===== config.mk =====
export PLATFORM = sky130hd
export DESIGN_NAME = wb_stage_flat
export DESIGN_NICKNAME = d
export VERILOG_FILES = /design/src/rtl/wb_stage_if.sv /design/src/rtl/wb_stage.sv /design/src/flat_wrapper.sv
export SDC_FILE = /design/constraint.sdc
export NUM_CORES = 1
export LEC_CHECK = 0
export BUFFER_PORTS_ARGS = -buffer_cell sky130_fd_sc_hd__buf_4
export CORE_ASPECT_RATIO = 0.6
export CORE_MARGIN = 2
export CORE_UTILIZATION = 30
export DETAILED_ROUTE_END_ITERATION = 8
export HOLD_SLACK_MARGIN = 0.03
export PLACE_DENSITY = 0.62
export SKIP_LAST_GASP = 1
export SLEW_MARGIN = 30
export SYNTH_ARGS = -nofsm -noshare
export SYNTH_HDL_FRONTEND = slang
export SYNTH_SLANG_ARGS = --single-unit
export TNS_END_PERCENT = 30

===== constraint.sdc =====
create_clock -name clock -period 3.4 [get_ports clock]
set_clock_uncertainty 0.2 [all_clocks]
set_input_delay 0.68 -clock clock [delete_from_list [all_inputs] [get_ports clock]]
set_output_delay 0.68 -clock clock [all_outputs]
set_load 0.02 [all_outputs]

===== src/rtl/wb_stage_if.sv =====
// MEM -> WB bundle.
// Carries one instruction from the MEM stage into the writeback stage.
//   mem_valid      : MEM holds a valid instruction
//   mem_reg_write  : instruction writes a GPR
//   mem_rd         : destination register number
//   mem_wb_sel     : 00 ALU, 01 load, 10 link, 11 reserved (acts as ALU)
//   mem_alu_result : ALU result / effective address
//   mem_load_data  : raw word read from data memory
//   mem_link_pc    : return address for JAL/JALR
//   mem_load_type  : 000 LW, 001 LH, 010 LHU, 011 LB, 100 LBU, others LW
interface wb_stage_if;
    logic        mem_valid;
    logic        mem_reg_write;
    logic [4:0]  mem_rd;
    logic [1:0]  mem_wb_sel;
    logic [31:0] mem_alu_result;
    logic [31:0] mem_load_data;
    logic [31:0] mem_link_pc;
    logic [2:0]  mem_load_type;

    modport master (
        output mem_valid, mem_reg_write, mem_rd, mem_wb_sel,
               mem_alu_result, mem_load_data, mem_link_pc, mem_load_type
    );

    modport slave (
        input  mem_valid, mem_reg_write, mem_rd, mem_wb_sel,
               mem_alu_result, mem_load_data, mem_link_pc, mem_load_type
    );
endinterface


===== src/rtl/wb_stage.sv =====
// Writeback stage: owns the MEM/WB pipeline register, aligns and extends
// load data, selects the writeback source, gates the register-file write
// strobe, bypasses the pending write to the decode-stage operand reads and
// counts retired instructions.
// Ports:
//   clock, reset_n            : clock, asynchronous active-low reset
//   mem                       : MEM stage instruction bundle (slave side)
//   stall, flush              : insert bubble / kill entering instruction
//   cnt_clr                   : synchronous clear of the retire counter
//   id_rs_*/id_rt_*           : decode read addresses, RF data, bypassed data
//   WB_address_wr/_data_wb/_write : register file write port
//   misalign_err              : WB instruction is a misaligned load
//   retired_cnt               : retired instruction count (wraps)
module wb_stage #(
    parameter int CNT_W = 32
) (
    input  logic             clock,
    input  logic             reset_n,
    wb_stage_if.slave        mem,
    input  logic             stall,
    input  logic             flush,
    input  logic             cnt_clr,
    input  logic [4:0]       id_rs_addr,
    input  logic [4:0]       id_rt_addr,
    input  logic [31:0]      id_rs_data,
    input  logic [31:0]      id_rt_data,
    output logic [31:0]      id_rs_fwd,
    output logic [31:0]      id_rt_fwd,
    output logic [4:0]       WB_address_wr,
    output logic [31:0]      WB_data_wb,
    output logic             WB_write,
    output logic             misalign_err,
    output logic [CNT_W-1:0] retired_cnt
);

    localparam logic [1:0] SEL_LOAD = 2'b01;
    localparam logic [1:0] SEL_LINK = 2'b10;

    localparam logic [2:0] LT_LH  = 3'b001;
    localparam logic [2:0] LT_LHU = 3'b010;
    localparam logic [2:0] LT_LB  = 3'b011;
    localparam logic [2:0] LT_LBU = 3'b100;

    logic             valid_q,     valid_d;
    logic             reg_write_q, reg_write_d;
    logic [4:0]       rd_q,        rd_d;
    logic [1:0]       sel_q,       sel_d;
    logic [31:0]      alu_q,       alu_d;
    logic [31:0]      load_q,      load_d;
    logic [31:0]      link_q,      link_d;
    logic [2:0]       ltype_q,     ltype_d;
    logic [1:0]       addr_lo_q,   addr_lo_d;
    logic [CNT_W-1:0] cnt_q,       cnt_d;

    logic             capture;
    logic [7:0]       byte_sel;
    logic [15:0]      half_sel;
    logic [31:0]      load_aligned;
    logic             misalign_cond;
    logic             misalign;

    // Fields only move on a real capture; a bubble clears valid but leaves
    // the last captured fields visible on the data/address outputs.
    assign capture = !flush && !stall;

    always_comb begin
        valid_d     = 1'b0;
        reg_write_d = reg_write_q;
        rd_d        = rd_q;
        sel_d       = sel_q;
        alu_d       = alu_q;
        load_d      = load_q;
        link_d      = link_q;
        ltype_d     = ltype_q;
        addr_lo_d   = addr_lo_q;
        if (capture) begin
            valid_d     = mem.mem_valid;
            reg_write_d = mem.mem_reg_write;
            rd_d        = mem.mem_rd;
            sel_d       = mem.mem_wb_sel;
            alu_d       = mem.mem_alu_result;
            load_d      = mem.mem_load_data;
            link_d      = mem.mem_link_pc;
            ltype_d     = mem.mem_load_type;
            addr_lo_d   = mem.mem_alu_result[1:0];
        end
    end

    // Clear wins over a simultaneous retire.
    always_comb begin
        cnt_d = cnt_q;
        if (cnt_clr) begin
            cnt_d = '0;
        end else if (valid_q) begin
            cnt_d = cnt_q + {{(CNT_W-1){1'b0}}, 1'b1};
        end
    end

    always_ff @(posedge clock or negedge reset_n) begin
        if (!reset_n) begin
            valid_q     <= 1'b0;
            reg_write_q <= 1'b0;
            rd_q        <= '0;
            sel_q       <= '0;
            alu_q       <= '0;
            load_q      <= '0;
            link_q      <= '0;
            ltype_q     <= '0;
            addr_lo_q   <= '0;
            cnt_q       <= '0;
        end else begin
            valid_q     <= valid_d;
            reg_write_q <= reg_write_d;
            rd_q        <= rd_d;
            sel_q       <= sel_d;
            alu_q       <= alu_d;
            load_q      <= load_d;
            link_q      <= link_d;
            ltype_q     <= ltype_d;
            addr_lo_q   <= addr_lo_d;
            cnt_q       <= cnt_d;
        end
    end

    // Little-endian lane selection.
    always_comb begin
        case (addr_lo_q)
            2'd0:    byte_sel = load_q[7:0];
            2'd1:    byte_sel = load_q[15:8];
            2'd2:    byte_sel = load_q[23:16];
            default: byte_sel = load_q[31:24];
        endcase
        half_sel = addr_lo_q[1] ? load_q[31:16] : load_q[15:0];
    end

    always_comb begin
        case (ltype_q)
            LT_LH:   load_aligned = {{16{half_sel[15]}}, half_sel};
            LT_LHU:  load_aligned = {16'h0000, half_sel};
            LT_LB:   load_aligned = {{24{byte_sel[7]}}, byte_sel};
            LT_LBU:  load_aligned = {24'h000000, byte_sel};
            default: load_aligned = load_q;
        endcase
    end

    always_comb begin
        case (ltype_q)
            LT_LH, LT_LHU: misalign_cond = addr_lo_q[0];
            LT_LB, LT_LBU: misalign_cond = 1'b0;
            default:       misalign_cond = (addr_lo_q != 2'b00);
        endcase
    end

    assign misalign = valid_q && (sel_q == SEL_LOAD) && misalign_cond;

    always_comb begin
        case (sel_q)
            SEL_LOAD: WB_data_wb = load_aligned;
            SEL_LINK: WB_data_wb = link_q;
            default:  WB_data_wb = alu_q;
        endcase
    end

    // rd==0 is excluded here, which also keeps r0 out of the bypass below.
    assign WB_write      = valid_q && reg_write_q && (rd_q != 5'd0) && !misalign;
    assign WB_address_wr = rd_q;
    assign misalign_err  = misalign;
    assign retired_cnt   = cnt_q;

    // The RF writes on the next edge, so a same-cycle read sees stale data.
    assign id_rs_fwd = (WB_write && (id_rs_addr == WB_address_wr)) ? WB_data_wb : id_rs_data;
    assign id_rt_fwd = (WB_write && (id_rt_addr == WB_address_wr)) ? WB_data_wb : id_rt_data;

endmodule

===== src/flat_wrapper.sv =====
// flat-port wrapper written by rule: the top's interface ports become plain ports
module wb_stage_flat 
#(
    parameter int CNT_W = 32
)
  (clock, reset_n, stall, flush, cnt_clr, id_rs_addr, id_rt_addr, id_rs_data, id_rt_data, id_rs_fwd, id_rt_fwd, WB_address_wr, WB_data_wb, WB_write, misalign_err, retired_cnt, mem_mem_valid, mem_mem_reg_write, mem_mem_rd, mem_mem_wb_sel, mem_mem_alu_result, mem_mem_load_data, mem_mem_link_pc, mem_mem_load_type);
  wb_stage_if mem_i ();
  input  logic clock;
  input  logic reset_n;
  input  logic stall;
  input  logic flush;
  input  logic cnt_clr;
  input  logic [4:0] id_rs_addr;
  input  logic [4:0] id_rt_addr;
  input  logic [31:0] id_rs_data;
  input  logic [31:0] id_rt_data;
  output logic [31:0] id_rs_fwd;
  output logic [31:0] id_rt_fwd;
  output logic [4:0] WB_address_wr;
  output logic [31:0] WB_data_wb;
  output logic WB_write;
  output logic misalign_err;
  output logic [CNT_W-1:0] retired_cnt;
  input wire logic [$bits(mem_i.mem_valid)-1:0] mem_mem_valid;
  input wire logic [$bits(mem_i.mem_reg_write)-1:0] mem_mem_reg_write;
  input wire logic [$bits(mem_i.mem_rd)-1:0] mem_mem_rd;
  input wire logic [$bits(mem_i.mem_wb_sel)-1:0] mem_mem_wb_sel;
  input wire logic [$bits(mem_i.mem_alu_result)-1:0] mem_mem_alu_result;
  input wire logic [$bits(mem_i.mem_load_data)-1:0] mem_mem_load_data;
  input wire logic [$bits(mem_i.mem_link_pc)-1:0] mem_mem_link_pc;
  input wire logic [$bits(mem_i.mem_load_type)-1:0] mem_mem_load_type;
  assign mem_i.mem_valid = mem_mem_valid;
  assign mem_i.mem_reg_write = mem_mem_reg_write;
  assign mem_i.mem_rd = mem_mem_rd;
  assign mem_i.mem_wb_sel = mem_mem_wb_sel;
  assign mem_i.mem_alu_result = mem_mem_alu_result;
  assign mem_i.mem_load_data = mem_mem_load_data;
  assign mem_i.mem_link_pc = mem_mem_link_pc;
  assign mem_i.mem_load_type = mem_mem_load_type;
  wb_stage #(.CNT_W(CNT_W)) u_core (.clock(clock), .reset_n(reset_n), .mem(mem_i), .stall(stall), .flush(flush), .cnt_clr(cnt_clr), .id_rs_addr(id_rs_addr), .id_rt_addr(id_rt_addr), .id_rs_data(id_rs_data), .id_rt_data(id_rt_data), .id_rs_fwd(id_rs_fwd), .id_rt_fwd(id_rt_fwd), .WB_address_wr(WB_address_wr), .WB_data_wb(WB_data_wb), .WB_write(WB_write), .misalign_err(misalign_err), .retired_cnt(retired_cnt));
endmodule

=== Word level (Yosys, flattened, before mapping) ===
Index checks and enable logic that the tools add are counted.

* Register bits: 142
* Input bits: 187
* Output and inout port bits: 135

* $add $sub $neg: 1
* Equal/unequal tests: 10
* Multiplexer cells: 10
* Reduce and logical (&&, ||, !) cells: 17

{| class="wikitable"
|+ Operators with widths
! operator !! count
|-
| $mux W32 || 4
|-
| $pmux W32 S4 || 1
|-
| $pmux W32 S2 || 1
|-
| $add A32 B1 Y32 const B || 1
|-
| $pmux W8 S3 || 1
|-
| $mux W16 || 1
|-
| $eq A5 B5 Y1 || 2
|-
| $logic_and A1 B1 Y1 || 8
|-
| $eq A3 B2 Y1 const B || 2
|-
| $reduce_bool A5 Y1 || 1
|-
| $eq A2 B1 Y1 const B || 2
|-
| $eq A2 B2 Y1 const B || 2
|-
| $reduce_bool A2 Y1 || 2
|-
| $reduce_or A2 Y1 || 2
|-
| $eq A3 B1 Y1 const B || 1
|-
| $eq A3 B3 Y1 const B || 1
|-
| $logic_not A1 Y1 || 3
|-
| $logic_not A2 Y1 || 1
|-
| $pmux W1 S2 || 1
|-
| $mux W1 || 1
|}

=== Longest topological paths before layout ===
Gate-level depths: netlist (run 1).

* Depth in word-level cells: 8
* Depth in mapped cells: 8

=== Least setup slack after synthesis (run 1) ===
OpenSTA, ideal clock, no wires.

* Path type: reg-to-output
* Start point: reg u_core.sel_q[0]
* End point: out id_rs_fwd[0]
* Arrival time: 2508 ps
* Setup slack: 12 ps
* Stages on the path, launching flop included: 8
* Cell sequence: dfrtp_1 inv_1 ha_1 clkbuf_1 clkbuf_1 a211oi_1 nor4_1 mux2_2

* Elaborated cells between the ends (all ways): 9
* Those cells by class: eq/ne (2); mux (2); reduce/logical (5)

{| class="wikitable"
|+ RTL lines
! what !! RTL line !! source
|-
| start: declaration || wb_stage.sv:47 || <nowiki>logic [1:0] sel_q, sel_d;</nowiki>
|-
| start signal: assignment || wb_stage.sv:115 || <nowiki>sel_q <= sel_d;</nowiki>
|-
| $eq A2 B2 Y1 or $eq A2 B1 Y1 (tied branches) || wb_stage.sv:157 || <nowiki>case (sel_q)</nowiki>
|-
| $pmux W32 S2 (*) || wb_stage.sv:157 ||
|-
| net WB_data_wb[0] || flat_wrapper.sv:20 || <nowiki>output logic [31:0] WB_data_wb;</nowiki>
|-
| $mux W32 (*) || wb_stage.sv:171 || <nowiki>assign id_rs_fwd = (WB_write && (id_rs_addr == WB_address_wr)) ? WB_data_wb : id_rs_data;</nowiki>
|-
| end: declaration || flat_wrapper.sv:17 || <nowiki>output logic [31:0] id_rs_fwd;</nowiki>
|}

Mark *: on every way through the listed nets, which the timed path passes. The rest lies on a longest branch.

=== Worst setup path in the final report (run 1) ===
* Start point: reg u_core.addr_lo_q[0]
* End point: out id_rt_fwd[11]

* Longest elaborated chain between the ends: 7
* Elaborated cells between the ends (all ways): 13
* Those cells by class: eq/ne (2); mux (5); reduce/logical (6)

{| class="wikitable"
|+ Ends and longest elaborated chain
! what !! RTL line !! source
|-
| start: declaration || wb_stage.sv:52 || <nowiki>logic [1:0] addr_lo_q, addr_lo_d;</nowiki>
|-
| start signal: assignment || wb_stage.sv:120 || <nowiki>addr_lo_q <= addr_lo_d;</nowiki>
|-
| branches (longest 6 deep; another with $pmux W32 S4) || -- ||
|-
| $mux W32 (*) || wb_stage.sv:172 || <nowiki>assign id_rt_fwd = (WB_write && (id_rt_addr == WB_address_wr)) ? WB_data_wb : id_rt_data;</nowiki>
|-
| end: declaration || flat_wrapper.sv:18 || <nowiki>output logic [31:0] id_rt_fwd;</nowiki>
|}

Every way passes the cells marked *.

==> results of run 1 <==
-- flip-flops by register name, indices dropped and copies added (netlist names) --
name	cells
u_core.WB_address_wr	5
u_core.addr_lo_q	1
u_core.alu_q	31
u_core.link_q	32
u_core.load_q	32
u_core.ltype_q	3
u_core.reg_write_q	1
u_core.retired_cnt	32
u_core.sel_q	2
u_core.valid_q	1
-- worst max-delay path, cell delays in order, from the launching register on --
cell,delay [ps]
dfrtp_2,410
mux4_2,560
a311o_2,460
buf_4,190
o221ai_4,190
a21oi_4,100
mux2_4,270
buf_6,130
-- cells in the final DEF, fill, tap and decap left out, types with 6 or more instances in the layout --
cell type    n
buf_4      342
dfrtp_1    135
mux2_2     123
nor2_1      50
nand2_1     49
mux2_4      45
mux2i_1     32
buf_6       31
a21oi_1     27
clkbuf_16   20
xnor2_1     17
o221ai_2    17
nand3_1     16
nor2b_1     15
xor2_1      14
o21ai_0     11
a211oi_1     9
buf_12       9
nand4_1      8
or4_1        8
a2bb2oi_1    7
nor3_1       7
a22oi_1      7
a221o_1      7
inv_1        7
o31ai_1      7
o221ai_4     6
and3_1       6
-- per-layer routing --
layer	global-route usage, %	share of wire, %	vias up
met5	0	0	-
met4	6.926	1.8	0
met3	4.603	5.9	34
met2	29.34	43	274
met1	31.97	50	3869
li1	-	-	3556
-- metrics by stage --
step / instance area [um2] / util, % / cells / hold WS [ps]
floorplan: 8459 / - / 770 / 184.4
global placement: 11500 / 41.63 / 1447 / 291.0
detailed placement: 11500 / 41.63 / 1447 / 296.9
CTS: 12490 / 45.19 / 1484 / 220.6
global route: 13030 / 47.13 / 1502 / 227.3
finish: 13030 / 47.13 / 1502 / 254.5
-- final timing paths --
| check | start | to | slack, ps | cells after the start |
|---|---|---|---|---|
| worst max-delay path | u_core.addr_lo_q[0] | id_rt_fwd[11] | -230 | 7 |
| worst min-delay path | mem_mem_valid | u_core.valid_q | 250 | 2 |
| worst max register to register | u_core.retired_cnt[16] | u_core.retired_cnt[30] | 730 | 5 |
| worst min register to register | u_core.alu_q[7] | u_core.alu_q[7] | 310 | 1 |
| max in group asynchronous | reset_n | u_core.link_q[17] | 1740 | 3 |
| min in group asynchronous | reset_n | u_core.WB_address_wr[3] | 590 | 2 |
-- power by group --
group	switching [mW]	internal [mW]	total (mW)
sequential	0.219	1.86	2.08
clock	0.746	1.11	1.86
combinational	1.22	1.11	2.33
-- logic make-up after synthesis --
logic type | after synthesis | share of synthesized area, %
adder cells (fa/ha/maj) | 3 | 0.4438
AND/OR/NAND/NOR | 197 | 12.08
buffers and inverters | 66 | 3.565
multiplexers | 202 | 27.44
XOR/XNOR | 33 | 3.417
flip-flops | 140 | 41.41
AO/OA/AOI/OAI | 129 | 11.64
-- cell type report --
| class | count | area (um2) |
|---|---|---|
| sequential | 140 | 3510 |
| clock buffer | 20 | 456.7 |
| tap | 367 | 459.2 |
| timing repair buffer | 391 | 3282 |
| multi-input combinational | 564 | 5166 |
| clock inverter | 11 | 120.1 |
| inverter | 7 | 26.28 |
| antenna | 2 | 5.005 |
| fill | 2607 | 14610 |
-- repair_timing --
action	4_1_cts	5_1_grt
gates resized for setup	64	77
pin swaps	14	14
hold buffers	1	0
buffers inserted	8	14
gates cloned	2	4
endpoints found under the setup margin	88	94
endpoints found under the hold margin	52	0
==> flow_metrics.tcl, run 1 <==
set metrics [dict create \
    arrival_ps 2750 \
    gp_congestion 0.8599 \
    status "finished, violations left" \
    io_pins 322 \
    yosysSeqAreaShare_pct 41.41 \
    grt.total_usage_pct 21.10 \
    drive_gt1_share_pct 58.61 \
    synth_top_cell_by_area "dfrtp_1" \
    grt_max_degree 111 \
    netlist_area_um2 8459 \
    wl_um 32270 \
    ir_worst_vdd_mv 0.3378 \
    startpoint_type "flop" \
    power.total_mw 6.265 \
    synthDistinctLibCells 57 \
    worst_slack_ps -226.8 \
    h-tree-depth 4 \
    synth_area_leaders "dfrtp_1, mux2_2, mux2i_1, mux2_4, nor2_1" \
    power_density_nw_per_um2 481.0 \
    area_delta_synth_final_pct 53.97 \
    hold_viol 0 \
    synth_nets 960 \
    avgRoutedWirePerCell_um 21.49 \
    leakage_nw 5.730 \
    clk_path_buf_depth 2 \
    setup_viol 67 \
    core.rowCount 47 \
    synth_edf_count 0 \
    crit_fanout 8 \
    tightest_slew_ps 666.6 \
    clock_latency_ps 440 \
    final.min_clock_period_ps 3627 \
    grt_overflow 0 \
    drc_errors 0 \
    vias 7733 \
    rsz0062_at_grt "yes" \
    path_class "reg -> out" \
    grt_pass1_wl_um 46350 \
    drtIter0Drc 434 \
    cts_buffers 17 \
    end_kind "primary output" \
    relSlewSlack_pct 55.43 \
    chipWidth_um 220.8 \
    slew_viol_final 0 \
    synth.most_common_cell "mux2_2" \
    cts-root-buf "clkbuf_16" \
    tns_ps -10040 \
    finalCritPeriodShare_pct 106.7 \
    grt_pass1_vias 7487 \
    antenna_found_initial 2 \
    synth_flop_cell "dfrtp_1" \
    initial_core_util_pct 30.61 \
    synth_top_area_share_pct 41.41 \
    synth-seq-cells 140 \
    die_y_um 134.1 \
    syn_inst 770 \
    async_flop_share_pct 100.0 \
    hold_path.class "in -> reg" \
    ant_nets 0 \
    avgSynthCellArea_um2 10.99 \
    cts.sinks 140 \
    core_area_um2 27640 \
    synth_common_cells "mux2_2, dfrtp_1, nor2_1, nand2_1, clkbuf_1" \
    fmax_mhz 275.7 \
    dieArea_um2 29600 \
    io_buffers 321 \
    fin_nets 1311 \
    first_pass_iters 5 \
    post-place-ws_ps -29.71 \
    synth_warnings 0 \
    post-dp-hpwl_um 22970 \
    cts_tree "yes" \
    worstPathRequired_ps 2520 \
    violations "negative setup slack" \
    drv_cap 0 \
    viasPerCell 5.148 \
    path_clk_slew_ps 60 \
]
Power figures use the tool's default switching activity.
==> run 2, diff against run 1 <==
--- a/config.mk
+++ b/config.mk
@@ -9,9 +9,12 @@
 export CORE_ASPECT_RATIO = 0.6
 export CORE_MARGIN = 2
 export CORE_UTILIZATION = 30
+export CTS_CLUSTER_SIZE = 20
 export DETAILED_ROUTE_END_ITERATION = 8
 export HOLD_SLACK_MARGIN = 0.03
+export MAX_ROUTING_LAYER = met4
 export PLACE_DENSITY = 0.62
+export RECOVER_POWER = 50
 export SKIP_LAST_GASP = 1
 export SLEW_MARGIN = 30
 export SYNTH_ARGS = -nofsm -noshare
==> run 2 against run 1 <==
Net effect:
- the flow finishes with violations (max-capacitance violations, max-slew violations, negative setup slack)
- hold slack got worse by 8.5 ps
- clock-buffer cell count increased by 4
- non-clock buffer count increased by 14
- global-route usage increased by 0.93 points
==> flow_metrics.tcl, run 2 (synthesis results as in run 1) <==
set metrics [dict create \
    area_delta_synth_final_pct 56.35 \
    rr_startpoint "u_core.retired_cnt[16]" \
    status "finished, violations left" \
    dieArea_um2 29600 \
    finalCritPeriodShare_pct 108.5 \
    setup_viol 81 \
    placedCellCount 1451 \
    grt_pass1_vias 7564 \
    crit_slowest_cell "mux4_2" \
    cts-root-buf "clkbuf_16" \
    end_kind "primary output" \
    ant_nets 0 \
    grt.total_usage_pct 22.03 \
    drv_cap 1 \
    cts.sinks 140 \
    crit_fanout 8 \
    power_density_nw_per_um2 484.9 \
    arrival_ps 2810 \
    fmax_mhz 271.2 \
    core_area_um2 27640 \
    clock_latency_ps 440 \
    cp_cell_sequence "mux4_2 -> or3b_4 -> nand4b_4 -> buf_6 -> o221ai_2 -> mux2_4 -> buf_4" \
    dr_wl_met2_um 14130 \
    clk_path_buf_depth 2 \
    startpoint_type "flop" \
    die_y_um 134.1 \
    met3_length_um 1907 \
    top_layer "met4" \
    relSlewSlack_pct -24.66 \
    grt_pass1_wl_um 46690 \
    violations "max-capacitance violations, max-slew violations, negative setup slack" \
    grt_max_degree 57 \
    chipWidth_um 220.8 \
    slew_viol_final 17 \
    fin_nets 1325 \
    cp-startpoint "u_core.addr_lo_q[0]" \
    final.min_clock_period_ps 3688 \
    vias 7794 \
    post-dp-hpwl_um 22710 \
    rr_worst_depth 5 \
    rsz0062_at_grt "yes" \
    ff2ff_setup_slack_ps 760 \
    drive_gt1_share_pct 58.97 \
    hold_depth 2 \
    core.rowCount 47 \
    leakage_nw 5.808 \
    design_area_um2 13230 \
    h-tree-depth 4 \
    path_clk_slew_ps 60 \
    worstPathRequired_ps 2520 \
    hold_viol 0 \
    tightest_slew_ps 1863 \
    avgRoutedWirePerCell_um 21.44 \
    worst_slack_ps -287.7 \
    path_class "reg -> out" \
    hold_start "mem_mem_valid" \
    antenna_found_initial 2 \
    cpPeakStageDelay_ps 570 \
    ir_worst_vdd_mv 0.3513 \
    gp_congestion 0.8714 \
    wl_um 32520 \
    first_pass_iters 5 \
    io_pins 322 \
    viasPerCell 5.138 \
    mostFrequentLayoutCells "buf_4, dfrtp_1, mux2_2" \
    layout_commonest_cell "buf_4" \
    drc_errors 0 \
    initial_core_util_pct 30.61 \
    placed_area_um2 11550 \
    grt_overflow 0 \
    wl_met1_um 16030 \
    cts_buffers 17 \
    stdcell_count 1517 \
    cts_tree "yes" \
    io_buffers 321 \
    drtIter0Drc 480 \
    hold_path.class "in -> reg" \
]
[run 2: area by class of cell]
type | count | area [um2]
sequential | 140 | 3508
antenna | 2 | 5.005
tap | 367 | 459.2
inverter | 7 | 26.28
multi-input combinational | 564 | 5220
clock inverter | 8 | 106.4
fill | 2520 | 14410
clock buffer | 24 | 501.7
timing repair buffer | 405 | 3400
[run 2: path summary, 6_finish.rpt]
path / end
setup / recovery: id_rt_fwd[27]
hold / removal: u_core.valid_q
setup reg to reg: u_core.retired_cnt[25]
hold reg to reg: u_core.alu_q[23]
max in group asynchronous: u_core.link_q[19]
min in group asynchronous: u_core.WB_address_wr[3]
[run 2: per-stage QoR]
| stage | TNS (ps) | setup WS [ps] | total power [mW] | utilization, % | hold WS, ps |
|---|---|---|---|---|---|
| after floorplan | 0 | 11.66 | 3.190 | - | 184.4 |
| after global placement | 0 | 19.53 | 4.107 | 41.78 | 290.2 |
| after detailed placement | -986.7 | -49.75 | 4.136 | 41.78 | 295.1 |
| after CTS | -20230 | -315.1 | 6.245 | 45.88 | 220.1 |
| after global routing | -23870 | -393.1 | 6.729 | 47.85 | 234.8 |
| final | -13890 | -287.7 | 6.414 | 47.85 | 246.0 |
[run 2: metal layers]
layer / vias to the layer above / GRT usage [%]
met1: 3897 / 32.63
met5: - / -
met2: 269 / 29.76
met3: 25 / 4.671
met4: 0 / 6.370
li1: 3603 / -
[run 2: power by group]
part,leakage (nW),total [mW],internal (mW),switching [mW]
clock network,0.293,1.94,1.18,0.758
logic,3.80,2.40,1.16,1.24
registers,1.71,2.07,1.86,0.216
total,5.81,6.41,4.20,2.22
[run 2: critical path: cells and delay by family (launching register included)]
family,cells,cell delay (ps)
and+or+nand+nor,2,600
AOI/OAI and AO/OA,1,140
DFF,1,420
buffers and inverters,2,330
muxes,2,860
[run 2: what timing repair did]
item                       4_1_cts  5_1_grt
gates cloned                     3        2
hold buffers                     1        0
setup endpoints to repair       91       96
pin swaps                       12       16
hold endpoints to repair        30        0
buffers inserted                14       17
gates resized for setup         71       92
